==> src/rtl/alu_cmd_driver_pkg.sv <==
// Shared definitions for the ALU command driver: function codes and FSM states.
package alu_cmd_driver_pkg;

    localparam int unsigned FXN_W = 3;

    localparam logic [FXN_W-1:0] FXN_PASSX = 3'b000;
    localparam logic [FXN_W-1:0] FXN_PASSY = 3'b001;
    localparam logic [FXN_W-1:0] FXN_NEGX  = 3'b010;
    localparam logic [FXN_W-1:0] FXN_NEGY  = 3'b011;
    localparam logic [FXN_W-1:0] FXN_GE    = 3'b100;
    localparam logic [FXN_W-1:0] FXN_XOR   = 3'b101;
    localparam logic [FXN_W-1:0] FXN_ADD   = 3'b110;
    localparam logic [FXN_W-1:0] FXN_SUB   = 3'b111;

    typedef enum logic [1:0] {
        IDLE = 2'd0,
        EXEC = 2'd1,
        RESP = 2'd2
    } state_e;

endpackage

==> src/rtl/alu_ovf_counter.sv <==
// Saturating event counter with synchronous clear; clear has priority over increment.
module alu_ovf_counter #(
    parameter int unsigned CNT_W = 4
) (
    input  logic             clk,
    input  logic             rst_n,
    input  logic             clr_i,
    input  logic             inc_i,
    output logic [CNT_W-1:0] count_o
);

    logic [CNT_W-1:0] count_q;
    logic [CNT_W-1:0] count_d;

    always_comb begin
        count_d = count_q;
        if (clr_i) begin
            count_d = '0;
        end else if (inc_i && !(&count_q)) begin
            count_d = count_q + CNT_W'(1);
        end
    end

    always_ff @(posedge clk or negedge rst_n) begin
        if (!rst_n) begin
            count_q <= '0;
        end else begin
            count_q <= count_d;
        end
    end

    assign count_o = count_q;

endmodule

==> src/rtl/alu_cmd_driver.sv <==
// Drives one command at a time into an external combinational ALU and holds
// the captured result for a ready/valid consumer; tracks an accumulator.
module alu_cmd_driver
    import alu_cmd_driver_pkg::*;
#(
    parameter int unsigned WIDTH = 6,
    parameter int unsigned CNT_W = 4
) (
    input  logic             clk,
    input  logic             rst_n,
    input  logic             cmd_valid,
    output logic             cmd_ready,
    input  logic [2:0]       cmd_fxn,
    input  logic [WIDTH-1:0] cmd_a,
    input  logic [WIDTH-1:0] cmd_b,
    input  logic             cmd_use_acc,
    output logic [WIDTH-1:0] alu_x,
    output logic [WIDTH-1:0] alu_y,
    output logic [2:0]       alu_fxn,
    input  logic [WIDTH-1:0] alu_result,
    input  logic             alu_overflow,
    input  logic             alu_cout,
    output logic             rsp_valid,
    input  logic             rsp_ready,
    output logic [WIDTH-1:0] rsp_result,
    output logic             rsp_overflow,
    output logic             rsp_cout,
    output logic [WIDTH-1:0] acc,
    output logic [CNT_W-1:0] ovf_count,
    input  logic             cnt_clr
);

    state_e           state_q, state_d;
    logic             cmd_ready_q, cmd_ready_d;
    logic             rsp_valid_q, rsp_valid_d;
    logic [WIDTH-1:0] alu_x_q, alu_x_d;
    logic [WIDTH-1:0] alu_y_q, alu_y_d;
    logic [2:0]       alu_fxn_q, alu_fxn_d;
    logic [WIDTH-1:0] rsp_result_q, rsp_result_d;
    logic             rsp_overflow_q, rsp_overflow_d;
    logic             rsp_cout_q, rsp_cout_d;
    logic [WIDTH-1:0] acc_q, acc_d;
    logic             accept;
    logic             capture;

    // Next state, handshake flags and datapath loads
    always_comb begin
        state_d        = state_q;
        alu_x_d        = alu_x_q;
        alu_y_d        = alu_y_q;
        alu_fxn_d      = alu_fxn_q;
        rsp_result_d   = rsp_result_q;
        rsp_overflow_d = rsp_overflow_q;
        rsp_cout_d     = rsp_cout_q;
        acc_d          = acc_q;
        accept         = 1'b0;
        capture        = 1'b0;

        case (state_q)
            IDLE: begin
                if (cmd_valid && cmd_ready_q) begin
                    accept    = 1'b1;
                    state_d   = EXEC;
                    alu_x_d   = cmd_use_acc ? acc_q : cmd_a;
                    alu_y_d   = cmd_b;
                    alu_fxn_d = cmd_fxn;
                end
            end
            EXEC: begin
                capture        = 1'b1;
                state_d        = RESP;
                rsp_result_d   = alu_result;
                rsp_overflow_d = alu_overflow;
                rsp_cout_d     = alu_cout;
                acc_d          = alu_result;
            end
            RESP: begin
                if (rsp_valid_q && rsp_ready) begin
                    state_d = IDLE;
                end
            end
            default: state_d = IDLE;
        endcase

        cmd_ready_d = (state_d == IDLE);
        rsp_valid_d = (state_d == RESP);
    end

    always_ff @(posedge clk or negedge rst_n) begin
        if (!rst_n) begin
            state_q        <= IDLE;
            cmd_ready_q    <= 1'b1;
            rsp_valid_q    <= 1'b0;
            alu_x_q        <= '0;
            alu_y_q        <= '0;
            alu_fxn_q      <= '0;
            rsp_result_q   <= '0;
            rsp_overflow_q <= 1'b0;
            rsp_cout_q     <= 1'b0;
            acc_q          <= '0;
        end else begin
            state_q        <= state_d;
            cmd_ready_q    <= cmd_ready_d;
            rsp_valid_q    <= rsp_valid_d;
            alu_x_q        <= alu_x_d;
            alu_y_q        <= alu_y_d;
            alu_fxn_q      <= alu_fxn_d;
            rsp_result_q   <= rsp_result_d;
            rsp_overflow_q <= rsp_overflow_d;
            rsp_cout_q     <= rsp_cout_d;
            acc_q          <= acc_d;
        end
    end

    alu_ovf_counter #(
        .CNT_W (CNT_W)
    ) u_ovf_counter (
        .clk     (clk),
        .rst_n   (rst_n),
        .clr_i   (cnt_clr),
        .inc_i   (capture && alu_overflow),
        .count_o (ovf_count)
    );

    assign cmd_ready    = cmd_ready_q;
    assign rsp_valid    = rsp_valid_q;
    assign alu_x        = alu_x_q;
    assign alu_y        = alu_y_q;
    assign alu_fxn      = alu_fxn_q;
    assign rsp_result   = rsp_result_q;
    assign rsp_overflow = rsp_overflow_q;
    assign rsp_cout     = rsp_cout_q;
    assign acc          = acc_q;

    logic unused_ok;
    assign unused_ok = accept;

endmodule

==> config.mk <==
export PLATFORM = sky130hd
export DESIGN_NAME = alu_cmd_driver
export DESIGN_NICKNAME = d
export VERILOG_FILES = /design/src/rtl/alu_cmd_driver_pkg.sv /design/src/rtl/alu_ovf_counter.sv /design/src/rtl/alu_cmd_driver.sv
export SDC_FILE = /design/constraint.sdc
export NUM_CORES = 1
export LEC_CHECK = 0
export CAP_MARGIN = 30
export CORE_ASPECT_RATIO = 1.5
export CORE_MARGIN = 5
export CORE_UTILIZATION = 40
export DETAILED_ROUTE_END_ITERATION = 6
export GPL_TIMING_DRIVEN = 0
export PLACE_DENSITY_LB_ADDON = 0.15
export SLEW_MARGIN = 0
export SYNTH_ARGS = -nofsm -noshare
export SYNTH_HDL_FRONTEND = slang
export SYNTH_SLANG_ARGS = --single-unit
export TNS_END_PERCENT = 5
==> constraint.sdc <==
create_clock -name clk -period 1.85 [get_ports clk]
set_clock_uncertainty 0.1 [all_clocks]
set_input_delay 0.37 -clock clk [delete_from_list [all_inputs] [get_ports clk]]
set_output_delay 0.37 -clock clk [all_outputs]
set_load 0.005 [all_outputs]
==> metrics.yaml, run 1 <==
sta:
  hold_ws_ns: 0.385
  worst_pin_slew_ns: 0.626
  fmax_mhz: 569
  finalMaxSlewViolations: 0
  finalSetupViolCount: 0
  slew_headroom: 0.581
  period_minus_slack_ns: 1.76
  finalHoldViolCount: 0
  rsz0062_at_grt: "false"
  period_share: 0.950
synth:
  netlist_area_um2: 1360
  netlist-cell-type-count: 26
  yosysWarnings: 0
  syn_area_per_cell_um2: 13.4
  syn_inst: 101
  synth_sequential_area_ratio: 0.573
  syn_nets: 131
  ys_seq_elements: 31
cts:
  ctsLongestPathBuffers: 2
  cts_tree: "built"
  cts_made_buffers: 5
  cts_htree_levels: 2
  cts_resized: 0
  post_cts_buffers: 0
  cts_root_buffer: "clkbuf_8"
  clkLatencyLatePin_ns: 0.27
  path_clk_slew_ns: 0.06
  hold_buffers: 0
  cts_sinks: 31
power:
  p_leak_nw: 0.948
  power.density_nw_per_um2: 1520
  vdd_drop_max_mv: 1.02
  power.total_w: 0.00329
cells_and_area:
  final_layout_size_suffix_gt1_frac: 0.221
  syn_to_final_growth_pct: 59.0
  fill_cells: 273
  final_common_cell: "clkdlybuf4s50_1"
  regArea_um2: 777
  multiInputGateArea_um2: 475
  fin_nets: 201
  final_cell_mix: "clkdlybuf4s50_1, dfrtp_1, mux2_2"
  num_antenna_cells: 0
routing:
  vias_per_cell: 4.75
  drtIter0Drc: 28
  ant_nets: 0
  vias: 1017
  firstDrtPassIters: 4
  drcViolationCount: 0
  wirelength_um: 3030
  wl_per_cell_um: 14.1
global_route:
  overflow: 0
  grt_use_met1: 0.137
  grtUsageMet3: 0.0652
  antenna_found_initial: 0
  grt_max_degree: 21
  top_usage_layer: "met2"
  grt_pass1_vias: 1063
  use_met2: 0.247
  grt_pass1_wl_um: 4850
  track_usage: 0.139
setup_path:
  rr_endpoint: "alu_y[1]"
  critPathBufInv: 1
  r2r_setup_slack_ns: 0.21
  crit_type: "flop to output pin"
  regToRegStartpoint: "cmd_ready"
  worstPathArrival_ns: 1.29
  ff2ff_path_depth: 4
  path_max_fanout: 2
  crit_chain: "clkdlybuf4s50_1"
  slowest_delay_ns: 0.53
  crit_path_top_delay_cell: "dfstp_2"
  start_kind: "flop"
  critPathTopFamily: "flip-flops"
  crit_required_ns: 1.38
  cp-end-kind: "output pin"
floorplanning:
  die_h_um: 81.3
  start_util: 0.405
  row_count: 26
  core_area_um2: 3350
  io_pins: 64
  fp.dieArea_um2: 4680
  dieWidth_um: 57.5
worst_hold_path:
  hp-class: "primary input to asynchronous set/reset pin"
placed_design:
  gp_congestion: 0.809
  port_buffers: 62
  post-dp-hpwl_um: 2400
outcome:
  status: "finished clean"
run:
  max_cap_violations: 0
## synthesized netlist by cell type
cell      count  area [µm²]
a21o_1        2        15.0
a21oi_1       8        40.0
and2b_2       2        17.5
and3_1        1        6.26
buf_1         1        3.75
buf_12        1        20.0
buf_2         1        5.00
buf_4         7        52.6
buf_6         1        11.3
dfrtp_1      30         751
dfstp_2       1        26.3
ha_1          1        12.5
inv_1         3        11.3
mux2_2       10         113
mux2_4        6        90.1
mux2i_1       6        60.1
nand2_1       1        3.75
nand3_1       1        5.00
nand3b_2      1        11.3
nor2_1        7        26.3
nor4bb_1      1        10.0
o21ai_0       3        15.0
o311ai_0      2        17.5
o41ai_1       2        17.5
or3_1         1        6.26
or3b_1        1        8.76
## area by class of cell
type                       instances  area share
clock buffer                       8      0.0464
tap                               42      0.0244
timing repair buffer              63       0.300
multi-input combinational         56       0.220
buffer                            11      0.0429
inverter                           3     0.00522
sequential                        31       0.360
## power by group
group,switching [W],internal (W)
combinational,0.000455,0.00109
sequential,0.000191,0.000989
clock,0.000228,0.000339
total,0.000874,0.00241
## how the worst max path moves through the flow
stage / from / endpoint / slack (ns) / depth (start not counted)
floorplan: cmd_ready / alu_y[0] / 0.26 / 4
global placement: rst_n / acc[4] / -0.26 / 1
detailed placement: cmd_valid / alu_y[4] / -0.04 / 5
CTS: cmd_ready / cmd_ready / 0.07 / 1
global route: acc[0] / rsp_result[0] / 0.02 / 2
finish: cmd_ready / cmd_ready / 0.09 / 1
## routing by layer
| layer | vias to the layer above | wire length, µm |
|---|---|---|
| met5 | - | 0 |
| met4 | 0 | 48 |
| met3 | 5 | 268 |
| met2 | 41 | 1580 |
| met1 | 482 | 1130 |
| li1 | 489 | - |
## through the flow
stage                     utilization  cell area [µm²]  setup TNS (ns)  setup slack (ns)  instances
after global placement          0.606             2030           -8.09            -0.264        205
after CTS                       0.644             2160               0            0.0705        214
after detailed placement        0.614             2060          -0.247           -0.0430        206
after global routing            0.644             2160               0            0.0239        214
after floorplan                     -             1360               0             0.264        101
final                           0.644             2160               0            0.0917        214
## state kept, by name (all words and copies together), names as in the netlist
| name | flops |
|---|---|
| acc | 6 |
| alu_fxn | 3 |
| alu_x | 6 |
| alu_y | 6 |
| cmd_ready | 1 |
| rsp_cout | 1 |
| rsp_overflow | 1 |
| rsp_valid | 1 |
| state_q | 2 |
| u_ovf_counter.count_o | 4 |
## kinds of logic after synthesis
kind of cell,Yosys count,share of synthesized area
DFF,31,0.573
muxes,22,0.194
AOI/OAI and AO/OA,17,0.0775
and+or+nand+nor,16,0.0701
buffers and inverters,14,0.0766
adders and majority gates,1,0.00922
Power figures use the tool's default switching activity.
==> inputs of run 2 (changes only) <==
--- a/config.mk
+++ b/config.mk
@@ -7,8 +7,8 @@
 export LEC_CHECK = 0
 export CAP_MARGIN = 30
 export CORE_ASPECT_RATIO = 1.5
-export CORE_MARGIN = 5
 export CORE_UTILIZATION = 40
+export CTS_CLUSTER_DIAMETER = 60
 export DETAILED_ROUTE_END_ITERATION = 6
 export GPL_TIMING_DRIVEN = 0
 export PLACE_DENSITY_LB_ADDON = 0.15
==> run 2 against run 1 <==
  * Critical path depth stayed put
  * Critical path type unchanged
  * Worst hold slack better by 0.022 ns
  * Power is 0.14% higher
  * Non-clock buffer count stayed put
==> metrics.yaml, run 2 (same netlist as run 1, synthesis figures left out) <==
outcome:
  status: "finished clean"
floorplanning:
  core_area_um2: 3190  # -4.8%
  io_pins: 64  # unchanged
  dieWidth_um: 49.5  # -14%
  fp.dieArea_um2: 3630  # -22%
  row_count: 25  # -3.8%
  die_h_um: 73.3  # -9.8%
  start_util: 0.425  # +0.0203
cells_and_area:
  regArea_um2: 777  # unchanged
  stdcell_area_um2: 2150  # -0.12%
  num_antenna_cells: 0  # unchanged
  final_cell_mix: "clkdlybuf4s50_1, dfrtp_1, mux2_2"
  syn_to_final_growth_pct: 58.9
  fin_nets: 201  # unchanged
  multiInputGateArea_um2: 475  # unchanged
  final_common_cell: "clkdlybuf4s50_1"
  final_layout_size_suffix_gt1_frac: 0.221  # unchanged
  fill_cells: 274  # +0.37%
sta:
  period_minus_slack_ns: 1.76  # -0.00268 ns
  fmax_mhz: 570  # +0.15%
  worst_pin_slew_ns: 0.752  # +0.126 ns
  hold_ws_ns: 0.407  # +0.0219 ns
  finalSetupViolCount: 0  # unchanged
  finalMaxSlewViolations: 0  # unchanged
  slew_headroom: 0.497  # -0.0842
  fin_setup_tns_ns: 0  # unchanged
  layout_setup_ws_ns: 0.0943  # +0.00268 ns
  period_share: 0.949  # -0.00145
  finalHoldViolCount: 0  # unchanged
  rsz0062_at_grt: "false"
global_route:
  top_usage_layer: "met2"
  overflow: 0  # unchanged
  grt_pass1_vias: 1113  # +4.7%
  antenna_found_initial: 0  # unchanged
  use_met2: 0.336  # +0.0897
  grt_max_degree: 18  # -14%
  grtUsageMet3: 0.0663  # +0.00107
  track_usage: 0.189  # +0.0497
  grt_use_met1: 0.196  # +0.0587
  grt_pass1_wl_um: 5000  # +3.1%
placed_design:
  gp_congestion: 0.689  # -15%
  port_buffers: 62  # unchanged
  place_ws_ns: -0.0742  # -0.0312 ns
  placed_area_um2: 2050  # -0.12%
  post-dp-hpwl_um: 2260  # -5.9%
setup_path:
  r2r_setup_slack_ns: 0.18  # -0.03 ns
  crit_path_top_delay_cell: "dfstp_2"
  critPathTopFamily: "flip-flops"
  critPathBufInv: 1  # unchanged
  worstPathArrival_ns: 1.29  # about the same
  crit_required_ns: 1.38  # about the same
  crit_type: "flop to output pin"
  start_kind: "flop"
  path_max_fanout: 2  # unchanged
  slowest_delay_ns: 0.52  # about the same
  cp-end-kind: "output pin"
  crit_chain: "clkdlybuf4s50_1"
run:
  max_cap_violations: 0  # unchanged
routing:
  drtIter0Drc: 9  # -68%
  drcViolationCount: 0  # unchanged
  firstDrtPassIters: 4  # unchanged
  wirelength_um: 2930  # -3.3%
  ant_nets: 0  # unchanged
  vias_per_cell: 4.85  # +2.0%
  vias: 1028  # +1.1%
  wl_per_cell_um: 13.8  # -2.4%
cts:
  path_clk_slew_ns: 0.06  # about the same
  cts_tree: "built"
  cts_htree_levels: 2  # unchanged
  cts_sinks: 31  # unchanged
  cts_resized: 0  # unchanged
  cts_made_buffers: 5  # unchanged
  ctsLongestPathBuffers: 2  # unchanged
  hold_buffers: 0  # unchanged
  clkLatencyLatePin_ns: 0.28  # about the same
  cts_root_buffer: "clkbuf_8"
  post_cts_buffers: 0  # unchanged
power:
  p_leak_nw: 0.948  # unchanged
  power.density_nw_per_um2: 1530  # +0.26%
  power.total_w: 0.00329  # +0.14%
  vdd_drop_max_mv: 0.957  # -6.3%
worst_hold_path:
  hp-class: "flop to flop"
## run 2: final cells by class
class	count	area share
flip-flops and latches	31	0.361
repair buffers	63	0.301
multi-input cells	56	0.221
clock buffers	8	0.0465
plain buffers	11	0.0430
well taps	40	0.0232
inverters	3	0.00523
## run 2: final timing paths
path,start,end,depth (start not counted)
max in group asynchronous,rst_n,acc[2],2
hold reg to reg,alu_fxn[0],alu_fxn[0],1
setup / recovery,cmd_ready,cmd_ready,1
setup reg to reg,cmd_ready,alu_y[5],4
min in group asynchronous,rst_n,rsp_overflow,1
hold / removal,alu_fxn[0],alu_fxn[0],1
## run 2: metrics by stage
step | cells | util
finish | 212 | 0.675
global route | 212 | 0.675
CTS | 212 | 0.675
detailed placement | 204 | 0.644
global placement | 203 | 0.635
floorplan | 101 | -
## run 2: worst register-to-register path, stage by stage, from the launching register on
cell	delay [ns]
dfstp_2	0.52
nor4bb_1	0.26
buf_4	0.21
buf_12	0.15
mux2_4	0.30
## run 2: metal layers
| metal | part of all wire | vias to the layer above |
|---|---|---|
| met1 | 0.37 | 499 |
| li1 | - | 486 |
| met4 | 0.013 | 0 |
| met2 | 0.55 | 39 |
| met3 | 0.064 | 4 |
| met5 | 0 | - |
## run 2: power breakdown
part           leakage, nW  internal (W)  total [W]  switching, W
Clock               0.0515      0.000339   0.000571      0.000232
Combinational        0.523       0.00109    0.00154      0.000452
Sequential           0.373      0.000989    0.00118      0.000195
